## config.mk

```make
export PLATFORM = sky130hd
export DESIGN_NAME = branch_resolve_bht
export DESIGN_NICKNAME = d
export VERILOG_FILES = /design/src/rtl/branch_resolve_bht_pkg.sv /design/src/rtl/branch_resolve_bht_cond_eval.sv /design/src/rtl/branch_resolve_bht.sv
export SDC_FILE = /design/constraint.sdc
export NUM_CORES = 1
export LEC_CHECK = 0
export BUFFER_PORTS_ARGS = -buffer_cell sky130_fd_sc_hd__buf_2
export CAP_MARGIN = 20
export CORE_MARGIN = 2
export CORE_UTILIZATION = 30
export DETAILED_ROUTE_END_ITERATION = 10
export GPL_TIMING_DRIVEN = 0
export HOLD_SLACK_MARGIN = 0.02
export SYNTH_ARGS = -nofsm -noshare
export SYNTH_HDL_FRONTEND = slang
export SYNTH_SLANG_ARGS = --single-unit
```

## constraint.sdc

```tcl
create_clock -name i_clk -period 5.1 [get_ports i_clk]
set_input_delay 0.255 -clock i_clk [delete_from_list [all_inputs] [get_ports i_clk]]
set_output_delay 0.255 -clock i_clk [all_outputs]
set_load 0.03 [all_outputs]
```

## src/rtl/branch_resolve_bht_pkg.sv

```systemverilog
// rtl/branch_resolve_bht_pkg.sv - branch encodings, BHT counter constants and FSM state type
package branch_resolve_bht_pkg;

    // Branch-type encodings shared by the ID stage and the resolution unit.
    // Any code not listed here means "not a branch".
    localparam logic [3:0] BR_NONE   = 4'd0;
    localparam logic [3:0] BR_BEQ    = 4'd1;
    localparam logic [3:0] BR_BNE    = 4'd2;
    localparam logic [3:0] BR_BGEZ   = 4'd3;
    localparam logic [3:0] BR_BGEZAL = 4'd4;
    localparam logic [3:0] BR_BGTZ   = 4'd5;
    localparam logic [3:0] BR_BLEZ   = 4'd6;
    localparam logic [3:0] BR_BLTZ   = 4'd7;
    localparam logic [3:0] BR_BLTZAL = 4'd8;
    localparam logic [3:0] BR_J      = 4'd9;
    localparam logic [3:0] BR_JAL    = 4'd10;
    localparam logic [3:0] BR_JR     = 4'd11;
    localparam logic [3:0] BR_JALR   = 4'd12;

    // 2-bit counter reset value: weak not-taken
    localparam logic [1:0] WEAK_NT = 2'b01;

    typedef enum logic {
        ST_IDLE     = 1'b0,
        ST_REDIRECT = 1'b1
    } state_t;

    // Saturating 2-bit counter step toward the observed outcome
    function automatic logic [1:0] ctr_update(input logic [1:0] ctr, input logic taken);
        logic [1:0] nxt;
        nxt = ctr;
        if (taken && ctr != 2'b11) begin
            nxt = ctr + 2'b01;
        end else if (!taken && ctr != 2'b00) begin
            nxt = ctr - 2'b01;
        end
        return nxt;
    endfunction

endpackage

```

## src/rtl/branch_resolve_bht_cond_eval.sv

```systemverilog
// rtl/branch_resolve_bht_cond_eval.sv - combinational branch taken evaluation
// Ports:
//   i_branch_type  branch encoding
//   i_rs, i_rt     forwarded operands (compared as signed DATA_W values)
//   o_taken        branch outcome
//   o_is_branch    encoding is a conditional branch or a jump
//   o_is_cond      encoding is a conditional branch (updates the BHT)
module branch_cond_eval
    import branch_resolve_bht_pkg::*;
#(
    parameter int DATA_W = 32
) (
    input  logic [3:0]        i_branch_type,
    input  logic [DATA_W-1:0] i_rs,
    input  logic [DATA_W-1:0] i_rt,
    output logic              o_taken,
    output logic              o_is_branch,
    output logic              o_is_cond
);

    // Sign and zero tests are enough for all the compare-against-zero forms
    logic w_rs_neg;
    logic w_rs_zero;

    assign w_rs_neg  = i_rs[DATA_W-1];
    assign w_rs_zero = ~|i_rs;

    always_comb begin
        o_taken     = 1'b0;
        o_is_branch = 1'b1;
        o_is_cond   = 1'b1;
        case (i_branch_type)
            BR_BEQ:              o_taken = (i_rs == i_rt);
            BR_BNE:              o_taken = (i_rs != i_rt);
            BR_BGEZ, BR_BGEZAL:  o_taken = ~w_rs_neg;
            BR_BGTZ:             o_taken = ~w_rs_neg & ~w_rs_zero;
            BR_BLEZ:             o_taken = w_rs_neg | w_rs_zero;
            BR_BLTZ, BR_BLTZAL:  o_taken = w_rs_neg;
            BR_J, BR_JAL, BR_JR, BR_JALR: begin
                o_taken   = 1'b1;
                o_is_cond = 1'b0;
            end
            default: begin
                o_is_branch = 1'b0;
                o_is_cond   = 1'b0;
            end
        endcase
    end

endmodule

```

## src/rtl/branch_resolve_bht.sv

```systemverilog
// rtl/branch_resolve_bht.sv - ID-stage branch resolution with 2-bit BHT and redirect FSM
// Ports:
//   i_clk, i_rst          clock, synchronous active-high reset
//   i_if_pc / o_if_pred_taken   fetch-side BHT lookup (combinational)
//   i_id_*                branch in ID: valid, pc, type, operands, target, IF prediction
//   o_id_stall            ID must hold while a redirect is outstanding
//   o_redirect_*          redirect request to fetch (valid/ready)
//   o_branch_cnt, o_mispred_cnt  saturating performance counters
module branch_resolve_bht
    import branch_resolve_bht_pkg::*;
#(
    parameter int DATA_W      = 32,
    parameter int PC_W        = 32,
    parameter int BHT_ENTRIES = 64,
    parameter int CNT_W       = 32
) (
    input  logic              i_clk,
    input  logic              i_rst,
    input  logic [PC_W-1:0]   i_if_pc,
    output logic              o_if_pred_taken,
    input  logic              i_id_valid,
    input  logic [PC_W-1:0]   i_id_pc,
    input  logic [3:0]        i_branch_type,
    input  logic [DATA_W-1:0] i_reg_rs,
    input  logic [DATA_W-1:0] i_reg_rt,
    input  logic [PC_W-1:0]   i_branch_target,
    input  logic              i_id_pred_taken,
    output logic              o_id_stall,
    output logic              o_redirect_valid,
    output logic [PC_W-1:0]   o_redirect_pc,
    input  logic              i_redirect_ready,
    output logic [CNT_W-1:0]  o_branch_cnt,
    output logic [CNT_W-1:0]  o_mispred_cnt
);

    localparam int IDX_W = $clog2(BHT_ENTRIES);

    logic [1:0]       r_bht [BHT_ENTRIES];
    state_t           r_state;
    state_t           w_next_state;
    logic [PC_W-1:0]  r_redirect_pc;
    logic [CNT_W-1:0] r_branch_cnt;
    logic [CNT_W-1:0] r_mispred_cnt;

    logic             w_taken;
    logic             w_is_branch;
    logic             w_is_cond;
    logic             w_stall;
    logic             w_resolve;
    logic             w_mispred;
    logic [IDX_W-1:0] w_if_idx;
    logic [IDX_W-1:0] w_id_idx;
    logic             w_unused;

    // Word-aligned PCs: bits [1:0] never select an entry
    assign w_if_idx = i_if_pc[IDX_W+1:2];
    assign w_id_idx = i_id_pc[IDX_W+1:2];
    assign w_unused = ^{i_if_pc[PC_W-1:IDX_W+2], i_if_pc[1:0]};

    branch_cond_eval #(
        .DATA_W (DATA_W)
    ) u_cond_eval (
        .i_branch_type (i_branch_type),
        .i_rs          (i_reg_rs),
        .i_rt          (i_reg_rt),
        .o_taken       (w_taken),
        .o_is_branch   (w_is_branch),
        .o_is_cond     (w_is_cond)
    );

    assign w_stall   = (r_state == ST_REDIRECT);
    assign w_resolve = i_id_valid & ~w_stall & w_is_branch;
    assign w_mispred = w_resolve & (w_taken != i_id_pred_taken);

    // Plain array read: a same-cycle update is seen by fetch one cycle later
    assign o_if_pred_taken = r_bht[w_if_idx][1];

    always_ff @(posedge i_clk) begin
        if (i_rst) begin
            for (int i = 0; i < BHT_ENTRIES; i++) begin
                r_bht[i] <= WEAK_NT;
            end
        end else if (w_resolve && w_is_cond) begin
            r_bht[w_id_idx] <= ctr_update(r_bht[w_id_idx], w_taken);
        end
    end

    always_ff @(posedge i_clk) begin
        if (i_rst) begin
            r_state <= ST_IDLE;
        end else begin
            r_state <= w_next_state;
        end
    end

    always_comb begin
        w_next_state = r_state;
        case (r_state)
            ST_IDLE: begin
                if (w_mispred) begin
                    w_next_state = ST_REDIRECT;
                end
            end
            ST_REDIRECT: begin
                if (i_redirect_ready) begin
                    w_next_state = ST_IDLE;
                end
            end
            default: w_next_state = ST_IDLE;
        endcase
    end

    // Redirect PC only loads on a mispredict, which cannot happen while stalled,
    // so it stays stable for the whole REDIRECT request.
    always_ff @(posedge i_clk) begin
        if (i_rst) begin
            r_redirect_pc <= '0;
        end else if (w_mispred) begin
            r_redirect_pc <= w_taken ? i_branch_target : (i_id_pc + PC_W'(8));
        end
    end

    always_ff @(posedge i_clk) begin
        if (i_rst) begin
            r_branch_cnt  <= '0;
            r_mispred_cnt <= '0;
        end else begin
            if (w_resolve && r_branch_cnt != '1) begin
                r_branch_cnt <= r_branch_cnt + 1'b1;
            end
            if (w_mispred && r_mispred_cnt != '1) begin
                r_mispred_cnt <= r_mispred_cnt + 1'b1;
            end
        end
    end

    assign o_id_stall       = w_stall;
    assign o_redirect_valid = (r_state == ST_REDIRECT);
    assign o_redirect_pc    = r_redirect_pc;
    assign o_branch_cnt     = r_branch_cnt;
    assign o_mispred_cnt    = r_mispred_cnt;

endmodule

```

==> flow_summary.json <==
{
  "outcome": "complete, no violations",
  "crit_fanout": 10,
  "dieWidth_um": 210.2,
  "clk_pin_slew_ns": 0.06,
  "dpl.hpwl_um": 33040,
  "fmax_ghz": 0.2462,
  "final_cell_mix": "252 x buf_2, 128 x nand2_1, 128 x edfxtp_1, 120 x nor2_1, 97 x dfxtp_1",
  "ys_async_sr_fraction_pct": 0,
  "relSlewSlack_pct": 30.06,
  "fin_skew_ns": 0.03170,
  "vias_per_cell": 5.373,
  "drc": 0,
  "postCtsSetupRepairBufs": 0,
  "place_ws_ns": 0.5403,
  "fin_nets": 1734,
  "cts.sinks": 225,
  "yosysWarnings": 0,
  "cts-resized-gates": 0,
  "layout_commonest_cell": "buf_2",
  "min_period_ns": 4.062,
  "cts_max_level": 1,
  "start_util_pct": 30.42,
  "endpoint": "r_bht[12][1]$_SDFFCE_PN0P_",
  "fp.coreArea_um2": 41950,
  "ff2ff_setup_slack_ns": 1.34,
  "grt_pass1_wl_um": 65870,
  "crit_type": "in2reg",
  "drt_iter0_markers": 931,
  "dieArea_um2": 44190,
  "ant_nets": 0,
  "ys.flop_type": "edfxtp_1",
  "io_pins": 268,
  "syn_nets": 1448,
  "cts_root_buf": "clkbuf_16",
  "hold_class": "in2reg",
  "path_depth": 14,
  "r2r_end": "r_bht[12][1]$_SDFFCE_PN0P_",
  "syn_inst": 1271,
  "grt_use_met3_pct": 2.488,
  "num_vias": 11380,
  "crit_buf_inv": 5,
  "ys_seq_elements": 225,
  "utilization_pct": 37.58,
  "slowest_stage": "clkbuf_1",
  "grt_use_total_pct": 19.40,
  "peakVddDrop_mv": 0.1947,
  "totalWireLength_um": 44130,
  "wl_per_cell_um": 20.84,
  "worstSetupStartpointType": "input port",
  "p_leak_nw": 5.605,
  "finalSetupTns_ns": 0,
  "first_pass_iters": 7,
  "die_h_um": 210.2,
  "areaGrowthSynthToFinish_pct": 23.56,
  "worst_ep_required_time_ns": 5.35,
  "arrival_ns": 4.31,
  "crit_family": "buffers and inverters",
  "slew_viol_final": 0,
  "ys_seq_area_share_pct": 45.35,
  "rsz0062_at_grt": "no",
  "maxCapViolations": 0,
  "syn_area_um2": 12760,
  "port_buffers": 233,
  "grt_util_met1_pct": 24.87,
  "finalSetupViolations": 0,
  "critPathCaptureType": "flip-flop",
  "cp-startpoint": "i_id_pc[3]",
  "setup_ws_ns": 1.038,
  "grt_overflow": 0,
  "crit_chain": "buf_2, buf_2, clkbuf_1, mux4_2, mux4_2, a21oi_1, o21ai_1, inv_1, ha_1, nor2b_1, mux2_2, a211oi_4, buf_4, nor3_1",
  "tritoncts": "done",
  "clock_latency_ns": 0.56,
  "num_rows": 75,
  "antenna_found_initial": 4,
  "drive_gt1_share_pct": 27.30,
  "worst_r2r_path_depth": 11,
  "crit-reg2reg-launch": "r_bht[28][0]$_SDFFCE_PN1P_",
  "numCtsBuffers": 26,
  "first_global_vias": 11130,
  "avgSynthCellArea_um2": 10.04,
  "hold_viol_final": 0,
  "routabilityCongestion": 0.9008,
  "finalCritPeriodShare_pct": 79.66,
  "tightestPinTransition_ns": 1.049,
  "power_density_nw_per_um2": 300.2,
  "synthDistinctLibCells": 65,
  "busiest_layer": "met2",
  "cp_slowest_stage_delay_ns": 0.61,
  "met2_usage_pct": 33.32,
  "grt_max_degree": 15,
  "synth-edff-count": 128,
  "cts_buffer_depth": 3
}
[state kept, by name (all words and copies together) (netlist names)]
| signal | count |
|---|---|
| o_id_stall | 1 |
| o_redirect_pc | 32 |
| o_mispred_cnt | 32 |
| r_bht | 128 |
| o_branch_cnt | 32 |
[synth_stat cells (2+ instances only)]
cell | instances | area share [%]
edfxtp_1 | 128 | 30
nand2_1 | 128 | 3.8
nor2_1 | 120 | 3.5
dfxtp_1 | 97 | 15
nor3_1 | 78 | 3.1
clkbuf_1 | 74 | 2.2
xor2_1 | 67 | 4.6
or2_2 | 59 | 2.9
mux4_2 | 55 | 9.7
nand3_1 | 45 | 1.8
a21oi_1 | 34 | 1.3
nand4_1 | 28 | 1.4
inv_1 | 27 | 0.79
or3_1 | 26 | 1.3
xnor2_1 | 23 | 1.6
nor4_1 | 21 | 1.0
or4_1 | 21 | 1.2
and3_1 | 20 | 0.98
buf_2 | 19 | 0.75
nor2b_1 | 18 | 0.88
o31ai_1 | 18 | 1.1
o21ai_0 | 13 | 0.51
a22oi_1 | 12 | 0.71
a31oi_1 | 12 | 0.59
and4_1 | 11 | 0.76
mux2i_1 | 11 | 0.86
nand2b_1 | 10 | 0.49
o2bb2ai_1 | 10 | 0.69
ha_1 | 8 | 0.78
mux2_2 | 8 | 0.71
a2111oi_0 | 7 | 0.48
buf_4 | 7 | 0.41
nor3b_1 | 5 | 0.29
o21bai_1 | 5 | 0.29
and2_1 | 4 | 0.20
nor4b_1 | 4 | 0.27
buf_1 | 3 | 0.088
o21ai_1 | 3 | 0.12
a22o_1 | 2 | 0.14
and3b_1 | 2 | 0.14
buf_6 | 2 | 0.18
o211a_1 | 2 | 0.16
o22ai_1 | 2 | 0.098
[routing by layer]
layer  up-vias  routed length (um)
li1       5231                   -
met1      5576               18370
met2       478               21180
met3        90                3015
met4         0                1569
met5         -                   0
[per-stage QoR]
stage,hold slack (ns),power [W],cell area (um^2),std cells
after floorplan,0.4257,0.002479,12760,1271
after global placement,0.4419,0.002771,14600,2043
after detailed placement,0.4496,0.002779,14600,2043
after CTS,0.02686,0.004749,15760,2114
after global routing,0.09335,0.004886,15760,2116
final,0.04687,0.004733,15760,2117
[layout make-up]
class	count	area, um^2
repair buffers	258	1416
fillers	4157	26180
inverters	27	101.3
well taps	539	674.4
flip-flops and latches	225	5786
plain buffers	105	459.2
clock inverters	10	148.9
clock buffers	36	758.2
diodes	3	7.507
multi-input cells	914	6412
[cells by family after synthesis]
family	share of synthesized area, %
multiplexers	11.39
XOR/XNOR	6.306
buffers and inverters	4.393
AO/OA/AOI/OAI	7.365
AND/OR/NAND/NOR	24.42
adder cells (fa/ha/maj)	0.7846
flip-flops	45.35
[worst reg2reg max path: cells and delay by family, from the launching register on]
family                   cells  cell delay, ns
buffers and inverters        2            0.42
multiplexers                 3            1.29
flip-flops                   1            0.39
AND/OR/NAND/NOR              2            0.22
AO/OA/AOI/OAI                3            0.90
adder cells (fa/ha/maj)      1            0.25
[worst min-delay path by stage]
stage                                         from                              to  slack, ns  cells past startpoint
finish                          i_branch_target[6]   o_redirect_pc[6]$_SDFFE_PP0P_       0.05                      3
global route                    i_branch_target[6]   o_redirect_pc[6]$_SDFFE_PP0P_       0.09                      3
CTS                             i_branch_target[6]   o_redirect_pc[6]$_SDFFE_PP0P_       0.03                      3
detailed placement  o_redirect_pc[23]$_SDFFE_PP0P_  o_redirect_pc[23]$_SDFFE_PP0P_       0.45                      1
global placement    o_redirect_pc[24]$_SDFFE_PP0P_  o_redirect_pc[24]$_SDFFE_PP0P_       0.44                      1
floorplan                       i_branch_target[7]   o_redirect_pc[7]$_SDFFE_PP0P_       0.43                      2
[what timing repair did]
| item | in CTS | in global routing |
|---|---|---|
| hold buffers | 25 | 0 |
| endpoints found under the hold margin | 25 | 0 |
| setup endpoints to repair | 0 | 0 |
[where the power goes]
| group | switching, W | internal (W) | total [W] | leakage [nW] |
|---|---|---|---|---|
| sequential | 0.0000271 | 0.00196 | 0.00199 | 1.93 |
| clock | 0.000775 | 0.00119 | 0.00197 | 0.440 |
| combinational | 0.000510 | 0.000269 | 0.000779 | 3.23 |
Power figures use the tool's default switching activity.
